**config.mk**
```make
export PLATFORM = sky130hd
export DESIGN_NAME = lap_ram_ctrl_flat
export DESIGN_NICKNAME = d
export VERILOG_FILES = /design/src/rtl/lap_ram_if.sv /design/src/rtl/lap_ram_ctrl.sv /design/src/flat_wrapper.sv
export SDC_FILE = /design/constraint.sdc
export NUM_CORES = 1
export LEC_CHECK = 0
export BUFFER_PORTS_ARGS = -buffer_cell sky130_fd_sc_hd__buf_2
export CORE_MARGIN = 2
export CORE_UTILIZATION = 44
export DETAILED_ROUTE_END_ITERATION = 6
export PLACE_DENSITY_LB_ADDON = 0.1
export SYNTH_ARGS = -nofsm -noshare
export SYNTH_HDL_FRONTEND = slang
export SYNTH_SLANG_ARGS = --single-unit
```
**constraint.sdc**
```tcl
create_clock -name clk_50Mhz -period 2.6 [get_ports clk_50Mhz]
set_input_delay 0.78 -clock clk_50Mhz [delete_from_list [all_inputs] [get_ports clk_50Mhz]]
set_output_delay 0.78 -clock clk_50Mhz [all_outputs]
set_load 0.01 [all_outputs]
```
**src/rtl/lap_ram_if.sv**
```systemverilog
// RAM-side bus of the stopwatch lap memory: address, write data/enable and read data.
// master = lap_ram_ctrl (sole owner of address/data/wren); slave = the single-port RAM.
interface lap_ram_if #(
  parameter int DEPTH_LOG2 = 4,
  parameter int DATA_W     = 24
);
  // No backpressure: ram_wren is a write strobe that the RAM commits on every rising edge it is high,
  // and ram_q is trusted without a valid flag once the controller has held ram_address for RD_LAT cycles.
  logic [DEPTH_LOG2-1:0] ram_address;
  logic [DATA_W-1:0]     ram_data;
  logic                  ram_wren;
  logic [DATA_W-1:0]     ram_q;

  modport master (output ram_address, ram_data, ram_wren, input ram_q);
  modport slave  (input ram_address, ram_data, ram_wren, output ram_q);
endinterface

```
**src/rtl/lap_ram_ctrl.sv**
```systemverilog
// Lap RAM sequencer: stores laps, plays them back oldest..newest, bulk-clears the memory.
// Optional macro LAP_OVERWRITE_EN turns the lap store into a circular buffer when full.
module lap_ram_ctrl #(
  parameter int DEPTH_LOG2 = 4,
  parameter int DATA_W     = 24,
  parameter int RD_LAT     = 2
) (
  input  logic                  clk_50Mhz,
  input  logic                  rst,
  input  logic                  lap_req,
  input  logic [DATA_W-1:0]     time_in,
  input  logic                  recall_req,
  input  logic                  clear_req,
  lap_ram_if.master             ram,
  output logic [DATA_W-1:0]     recall_data,
  output logic                  recall_valid,
  output logic [DEPTH_LOG2:0]   lap_count,
  output logic                  full,
  output logic                  busy,
  output logic                  lap_drop,
  output logic [1:0]            dbg_state
);
  localparam int DEPTH = 2 ** DEPTH_LOG2;
  localparam int CNT_W = (RD_LAT > 1) ? $clog2(RD_LAT) : 1;

  typedef enum logic [1:0] {IDLE = 2'd0, WRITE = 2'd1, READ = 2'd2, CLEAR = 2'd3} state_t;

  state_t                state;
  logic [DEPTH_LOG2-1:0] wr_ptr;
  logic [DEPTH_LOG2-1:0] rd_ptr;
  logic [DEPTH_LOG2-1:0] address;
  logic [DATA_W-1:0]     data;
  logic                  wren;
  logic [CNT_W-1:0]      rd_cnt;
  logic [DEPTH_LOG2-1:0] oldest;
  logic                  can_store;

  assign full      = (lap_count == (DEPTH_LOG2 + 1)'(DEPTH));
  assign busy      = (state != IDLE);
  assign dbg_state = state;

  assign ram.ram_address = address;
  assign ram.ram_data    = data;
  assign ram.ram_wren    = wren;

`ifdef LAP_OVERWRITE_EN
  // Once wrapped, the next slot to be written is also the oldest surviving lap.
  assign oldest    = full ? wr_ptr : '0;
  assign can_store = 1'b1;
`else
  assign oldest    = '0;
  assign can_store = !full;
`endif

  always_ff @(posedge clk_50Mhz or posedge rst) begin
    if (rst) begin
      state        <= IDLE;
      wr_ptr       <= '0;
      rd_ptr       <= '0;
      address      <= '0;
      data         <= '0;
      wren         <= 1'b0;
      rd_cnt       <= '0;
      recall_data  <= '0;
      recall_valid <= 1'b0;
      lap_count    <= '0;
      lap_drop     <= 1'b0;
    end else begin
      recall_valid <= 1'b0;
      lap_drop     <= busy && lap_req;
      case (state)
        IDLE: begin
          if (clear_req) begin
            state    <= CLEAR;
            wren     <= 1'b1;
            address  <= '0;
            data     <= '0;
            lap_drop <= lap_req;
          end else if (lap_req) begin
            if (can_store) begin
              state   <= WRITE;
              wren    <= 1'b1;
              address <= wr_ptr;
              data    <= time_in;
            end else begin
              lap_drop <= 1'b1;
            end
          end else if (recall_req && (lap_count != '0)) begin
            state   <= READ;
            address <= oldest + rd_ptr;
            rd_cnt  <= '0;
          end
        end
        WRITE: begin
          state   <= IDLE;
          wren    <= 1'b0;
          address <= '0;
          data    <= '0;
          wr_ptr  <= wr_ptr + 1'b1;
          // A write while full only happens in overwrite mode: playback restarts at the new oldest.
          if (!full) lap_count <= lap_count + 1'b1;
          else       rd_ptr    <= '0;
        end
        READ: begin
          if (rd_cnt == CNT_W'(RD_LAT - 1)) begin
            state        <= IDLE;
            address      <= '0;
            recall_data  <= ram.ram_q;
            recall_valid <= 1'b1;
            rd_ptr       <= ({1'b0, rd_ptr} == lap_count - 1'b1) ? '0 : rd_ptr + 1'b1;
          end else begin
            rd_cnt <= rd_cnt + 1'b1;
          end
        end
        CLEAR: begin
          if (address == DEPTH_LOG2'(DEPTH - 1)) begin
            state       <= IDLE;
            wren        <= 1'b0;
            address     <= '0;
            wr_ptr      <= '0;
            rd_ptr      <= '0;
            lap_count   <= '0;
            recall_data <= '0;
          end else begin
            address <= address + 1'b1;
          end
        end
        default: state <= IDLE;
      endcase
    end
  end
endmodule

```
**src/flat_wrapper.sv**
```systemverilog
// flat-port wrapper written by rule: the top's interface ports become plain ports
module lap_ram_ctrl_flat 
#(
  parameter int DEPTH_LOG2 = 4,
  parameter int DATA_W     = 24,
  parameter int RD_LAT     = 2
)
  (clk_50Mhz, rst, lap_req, time_in, recall_req, clear_req, recall_data, recall_valid, lap_count, full, busy, lap_drop, dbg_state, ram_ram_address, ram_ram_data, ram_ram_wren, ram_ram_q);
  lap_ram_if #(.DEPTH_LOG2(DEPTH_LOG2), .DATA_W(DATA_W)) ram_i ();
  input  logic clk_50Mhz;
  input  logic rst;
  input  logic lap_req;
  input  logic [DATA_W-1:0] time_in;
  input  logic recall_req;
  input  logic clear_req;
  output logic [DATA_W-1:0] recall_data;
  output logic recall_valid;
  output logic [DEPTH_LOG2:0] lap_count;
  output logic full;
  output logic busy;
  output logic lap_drop;
  output logic [1:0] dbg_state;
  output wire logic [$bits(ram_i.ram_address)-1:0] ram_ram_address;
  output wire logic [$bits(ram_i.ram_data)-1:0] ram_ram_data;
  output wire logic [$bits(ram_i.ram_wren)-1:0] ram_ram_wren;
  input wire logic [$bits(ram_i.ram_q)-1:0] ram_ram_q;
  assign ram_ram_address = ram_i.ram_address;
  assign ram_ram_data = ram_i.ram_data;
  assign ram_ram_wren = ram_i.ram_wren;
  assign ram_i.ram_q = ram_ram_q;
  lap_ram_ctrl #(.DEPTH_LOG2(DEPTH_LOG2), .DATA_W(DATA_W), .RD_LAT(RD_LAT)) u_core (.clk_50Mhz(clk_50Mhz), .rst(rst), .lap_req(lap_req), .time_in(time_in), .recall_req(recall_req), .clear_req(clear_req), .ram(ram_i), .recall_data(recall_data), .recall_valid(recall_valid), .lap_count(lap_count), .full(full), .busy(busy), .lap_drop(lap_drop), .dbg_state(dbg_state));
endmodule
```
* Word level (Yosys, flattened, before mapping)
Cells that the tools add are included.
** Storage, ports and cells
- Output and inout bits :: 64
- Bits in registers :: 71
** Cells by class
- Eq/ne operators :: 17
- Reductions and logical operators :: 20
- Add/subtract/negate cells :: 6
- Muxes and demuxes :: 46
** Operators by type and width (count)
- 24-bit two-way mux :: 5
- 24-bit case mux with 2 select lines :: 2
- 4-bit two-way mux :: 10
- 4-bit case mux with 4 select lines :: 1
- 4-bit AND reduction :: 4
- 1-bit two-way mux :: 14
- 4-bit by 1-bit adder with 4-bit output (second input constant) :: 3
- 2-bit two-way mux :: 6
- 4-bit case mux with 3 select lines :: 1
- 3-bit AND reduction :: 4
- 5-bit two-way mux :: 2
- 5-bit case mux with 2 select lines :: 1
- 2-bit nonzero test :: 5
- 2-bit != test (second input constant) :: 4
- 2-bit case mux with 4 select lines :: 1
- 4-bit case mux with 2 select lines :: 1
- 2-bit by 1-bit != test with 1-bit output (second input constant) :: 3
- 3-bit != test (second input constant) :: 2
- 3-bit nonzero test :: 2
- 5-bit by 1-bit adder with 5-bit output (second input constant) :: 1
- 4-bit by 5-bit == test with 1-bit output :: 1
- 5-bit == test (second input constant) :: 1
- 5-bit nonzero test :: 1
- 5-bit by 1-bit subtractor with 5-bit output (second input constant) :: 1
- other kinds (11) :: 13

* Longest topological paths before layout
- Depth in word-level cells :: 6
- Depth in mapped cells :: 10
- Mapped depth without buffers :: 7

* Worst setup path after synthesis
Ideal clock, no wire load.
- Kind :: flip-flop to flip-flop
- Start :: register u_core.lap_count[0]
- End :: register u_core.rd_ptr[3]
- Path buffers :: 0
- Clock period less this slack :: 2.220 ns
- Cell stages (with the launch flop) :: 8
- Arrival :: 2.094 ns
- Setup slack :: 0.380 ns
- Cell sequence :: dfrtp_1 > inv_1 > ha_1 > o21ba_1 > a221o_1 > a2111oi_4 > nor2_2 > a221o_1
** Between the ends
- Cells in the longest elaborated chain, start to end :: 5
** RTL lines
- from (decl) :: line lap_ram_ctrl.sv:17 : output logic [DEPTH_LOG2:0] lap_count,
- from (signal assigned) :: line lap_ram_ctrl.sv:101 : if (!full) lap_count <= lap_count + 1'b1;
- 5-bit by 1-bit subtractor with 5-bit output :: line lap_ram_ctrl.sv:110 : rd_ptr <= ({1'b0, rd_ptr} == lap_count - 1'b1) ? '0 : rd_ptr + 1'b1;
- 4-bit by 5-bit == test with 1-bit output :: line lap_ram_ctrl.sv:110
- 4-bit two-way mux :: line lap_ram_ctrl.sv:110
- 4-bit two-way mux :: line lap_ram_ctrl.sv:105 : if (rd_cnt == CNT_W'(RD_LAT - 1)) begin
- 4-bit case mux with 3 select lines :: line lap_ram_ctrl.sv:71 : case (state)
- to (signal assigned) :: line lap_ram_ctrl.sv:110
- to (decl) :: line lap_ram_ctrl.sv:30 : logic [DEPTH_LOG2-1:0] rd_ptr;
Several ways; a longest one is shown, not always the timed one. The select of a mux whose other input is x is not followed.
A chain may end at the register's enable or synchronous reset.

* Worst setup path after layout
- Start :: register u_core.lap_count[0]
- End :: output full
** Between the ends
- Cells in the longest elaborated chain, start to end :: 1
** RTL lines
- 5-bit == test :: line lap_ram_ctrl.sv:38 : assign full = (lap_count == (DEPTH_LOG2 + 1)'(DEPTH));
- to (decl) :: line flat_wrapper.sv:19 : output logic full;
No other way between the ends.

==> run summary <==
Status -> finished, final reports clean
Syn Inst Count -> 354
Min-Delay Path Class -> reg2reg
Nets -> 525
Placed cell areas -> 3960 µm²
Worst-Margin Slew -> 0.468 ns
Total Routing Usage GR -> 20.2%
DRC -> 0
Row count -> 31
Post-CTS Hold Fix Bufs -> 0
Initial Util -> 45.2%
Crit path arrival time -> 1.67 ns
Worst-case reg-to-reg path depth -> 7
Post-Syn Nets -> 412
Max Buffers Root-to-Sink -> 2
Post-route setup TNS -> 0 ns
Yosys reg bits -> 71
Achievable Freq -> 0.409 GHz
Total CTS buffers -> 9
Grt total ovfl -> 0
Layer with the highest usage -> met2
Top FF cell, synth -> dfrtp_1
Max-slew violations -> 0
Root Driver -> clkbuf_8
Crit path required time -> 1.82 ns
Die area -> 8160 µm²
Critical-path cell list -> inv_1 > ha_1 > and4bb_2 > buf_2
Layout cell share with drive strength beyond 1 -> 31.6%
Slew margin rel. -> 68.8%
Max Cap Violations -> 0
Commonest non-fill, non-tap cell in the layout -> buf_2
Number of synthesized flops with an enable pin -> 0
Final HPWL DP -> 5470 µm
Largest area contributor in the netlist -> dfrtp_1
Worst-Skew Late Latency -> 0.34 ns
Final Hold Vio Count -> 0
Setup Fix Bufs, Post-CTS -> 0
R2R Path Start -> u_core.lap_count[0]
First drt pass iteration count -> 4
Final instance area -> 4140 µm²
CTS H-tree depth -> 3
Vias per cell -> 5.00
Routing usage on met2 -> 33.0%
Synth warnings -> 0
Top Ports -> 117
Drt total wl -> 7840 µm
Core box area -> 7250 µm²
Crit Path Class -> reg2out
Vias -> 2854
Largest cells by area after synthesis -> dfrtp_1 (54%), nand3_1 (8.9%), nand2_1 (7.1%), o21ai_0 (4.0%), inv_1 (3.5%)
Post_cts resized -> 0
Synthesis-to-layout area growth -> 26.2%
Post-DR wirelength/cell -> 13.7 µm
CTS tree -> yes
Worst R2R End -> u_core.rd_ptr[3]
Final Setup Violations -> 0
Die height -> 90.3 µm
PortBufs -> 116
Final min period -> 2.45 ns
Initial antenna violation count -> 0
Yosys cell types -> 50
Max stage delay on crit path -> 0.48 ns
Synth top area share -> 54.2%
PD cells -> 1220 nW/µm²
Pleak -> 2.17 nW
Crit-path slowest cell -> dfrtp_1
Vias in the first global route -> 2787
Grt met1 use -> 27.0%
Commonest non-fill, non-tap cells in the layout -> buf_2 (116), dfrtp_1 (71), nand2_1 (62), nand3_1 (58), inv_1 (30)
Hold path depth -> 2
VDD IR max -> 0.533 mV
RSZ-0062 raised after global routing -> false
Largest net degree at the start of global routing -> 50
Clk pin slew, worst setup/hold paths -> 0.08 ns
Max FO, Critical Path -> 8
Syn Area/Cell -> 9.26 µm²
Sequential element share of the synthesized area -> 54.2%
Filler instances -> 714
Chip width -> 90.3 µm
Placer Congestion -> 0.820
CP startpoint kind -> flip-flop
HP Start -> u_core.recall_data[23]
Number of antenna diodes -> 0
Mapped Area -> 3280 µm²
Crit share post-route -> 94.1%
DRT antenna net count -> 0
Register area -> 1780 µm²
Area occupied by multi-input gates -> 1280 µm²
First-pass GRT wire length -> 13300 µm
Drt first-iter violations -> 196
Hold Path Sink -> u_core.recall_data[23]
Setup crit end kind -> output port
Clock skew -> 0.00943 ns
Clock sinks -> 71
Reg-to-reg slack, setup -> 0.26 ns
GR Layer Usage met3 -> 4.76%
Async SR Flop Fraction -> 100%
## worst max-delay path, delay by kind of cell, from the launching register on
family / cells / cell delay (ns)
simple gates: 1 / 0.36
flops: 1 / 0.48
buf+inv: 2 / 0.26
fa+ha+maj: 1 / 0.23
## cell families (layout without fill, tap and decap cells)
group / Yosys count / count (layout) / share of synthesized area [%]
buffers and inverters: 54 / 172 / 6.71
multiplexers: 6 / 6 / 1.91
adder cells (fa/ha/maj): 5 / 5 / 1.91
AND/OR/NAND/NOR: 154 / 154 / 21.7
AO/OA/AOI/OAI: 55 / 55 / 11.1
flip-flops: 71 / 71 / 54.2
XOR/XNOR: 9 / 9 / 2.40
## report_power, final
group	total (mW)	switching, mW	internal, mW
combinational	2.21	1.26	0.950
clock	0.821	0.440	0.381
sequential	2.01	0.411	1.60
total	5.04	2.11	2.93
## per-stage QoR
stage	worst slack, ns	utilization, %	hold slack [ns]	power, mW	cells
after detailed placement	0.282	54.5	0.479	4.27	555
after floorplan	0.0234	-	0.457	3.45	354
after global routing	0.0529	57.1	0.525	5.50	571
after global placement	0.364	54.5	0.475	4.20	555
after CTS	0.0944	57.1	0.501	5.12	571
final	0.153	57.1	0.497	5.04	571
## routing by layer
layer  share of wire [%]  vias up  wire, µm
met1                  46     1360      3610
met4                0.70        0        55
li1                    -     1412         -
met2                  48       78      3750
met3                 5.5        4       430
met5                   0        -         0
## Yosys cell counts, types with 2 or more instances
cell,count
ha_1,5
mux2i_1,4
a21oi_1,5
nand2_1,62
nor2b_1,2
o21ai_1,3
a22o_1,3
a221o_1,2
and3_1,2
nand3_1,58
inv_1,31
o21a_1,2
o21ai_0,26
dfrtp_1,71
buf_2,5
nand4_1,3
xor2_1,3
xnor2_1,6
o22ai_1,2
clkbuf_1,14
nor2_1,13
mux2_2,2
nor3_1,3
## cell type report
| cell class | instances | share of cell area (%) |
|---|---|---|
| inverter | 32 | 2.90 |
| timing repair buffer | 124 | 15.8 |
| clock inverter | 5 | 0.998 |
| clock buffer | 11 | 3.42 |
| tap | 99 | 2.99 |
| multi-input combinational | 229 | 31.0 |
| sequential | 71 | 42.9 |
## registers in the layout, indices dropped and copies added (netlist names)
| name | flops |
|---|---|
| u_core.ram.ram_data | 24 |
| u_core.rd_cnt | 1 |
| u_core.lap_drop | 1 |
| u_core.recall_valid | 1 |
| u_core.rd_ptr | 4 |
| u_core.dbg_state | 2 |
| u_core.wr_ptr | 4 |
| u_core.ram.ram_wren | 1 |
| u_core.ram.ram_address | 4 |
| u_core.recall_data | 24 |
| u_core.lap_count | 5 |
## how the worst max path moves through the flow
stage                   startpoint                   to  slack, ns  cells after the start
2_1_floorplan                  rst  u_core.dbg_state[0]       0.02                      1
3_3_place_gp   u_core.lap_count[0]     u_core.rd_ptr[3]       0.36                      7
3_5_place_dp   u_core.lap_count[0]     u_core.rd_ptr[3]       0.28                      7
4_1_cts        u_core.lap_count[0]                 full       0.09                      4
5_1_grt        u_core.lap_count[0]                 full       0.05                      4
6_report       u_core.lap_count[0]                 full       0.15                      4
No activity file was read; power rests on OpenSTA's default activity.
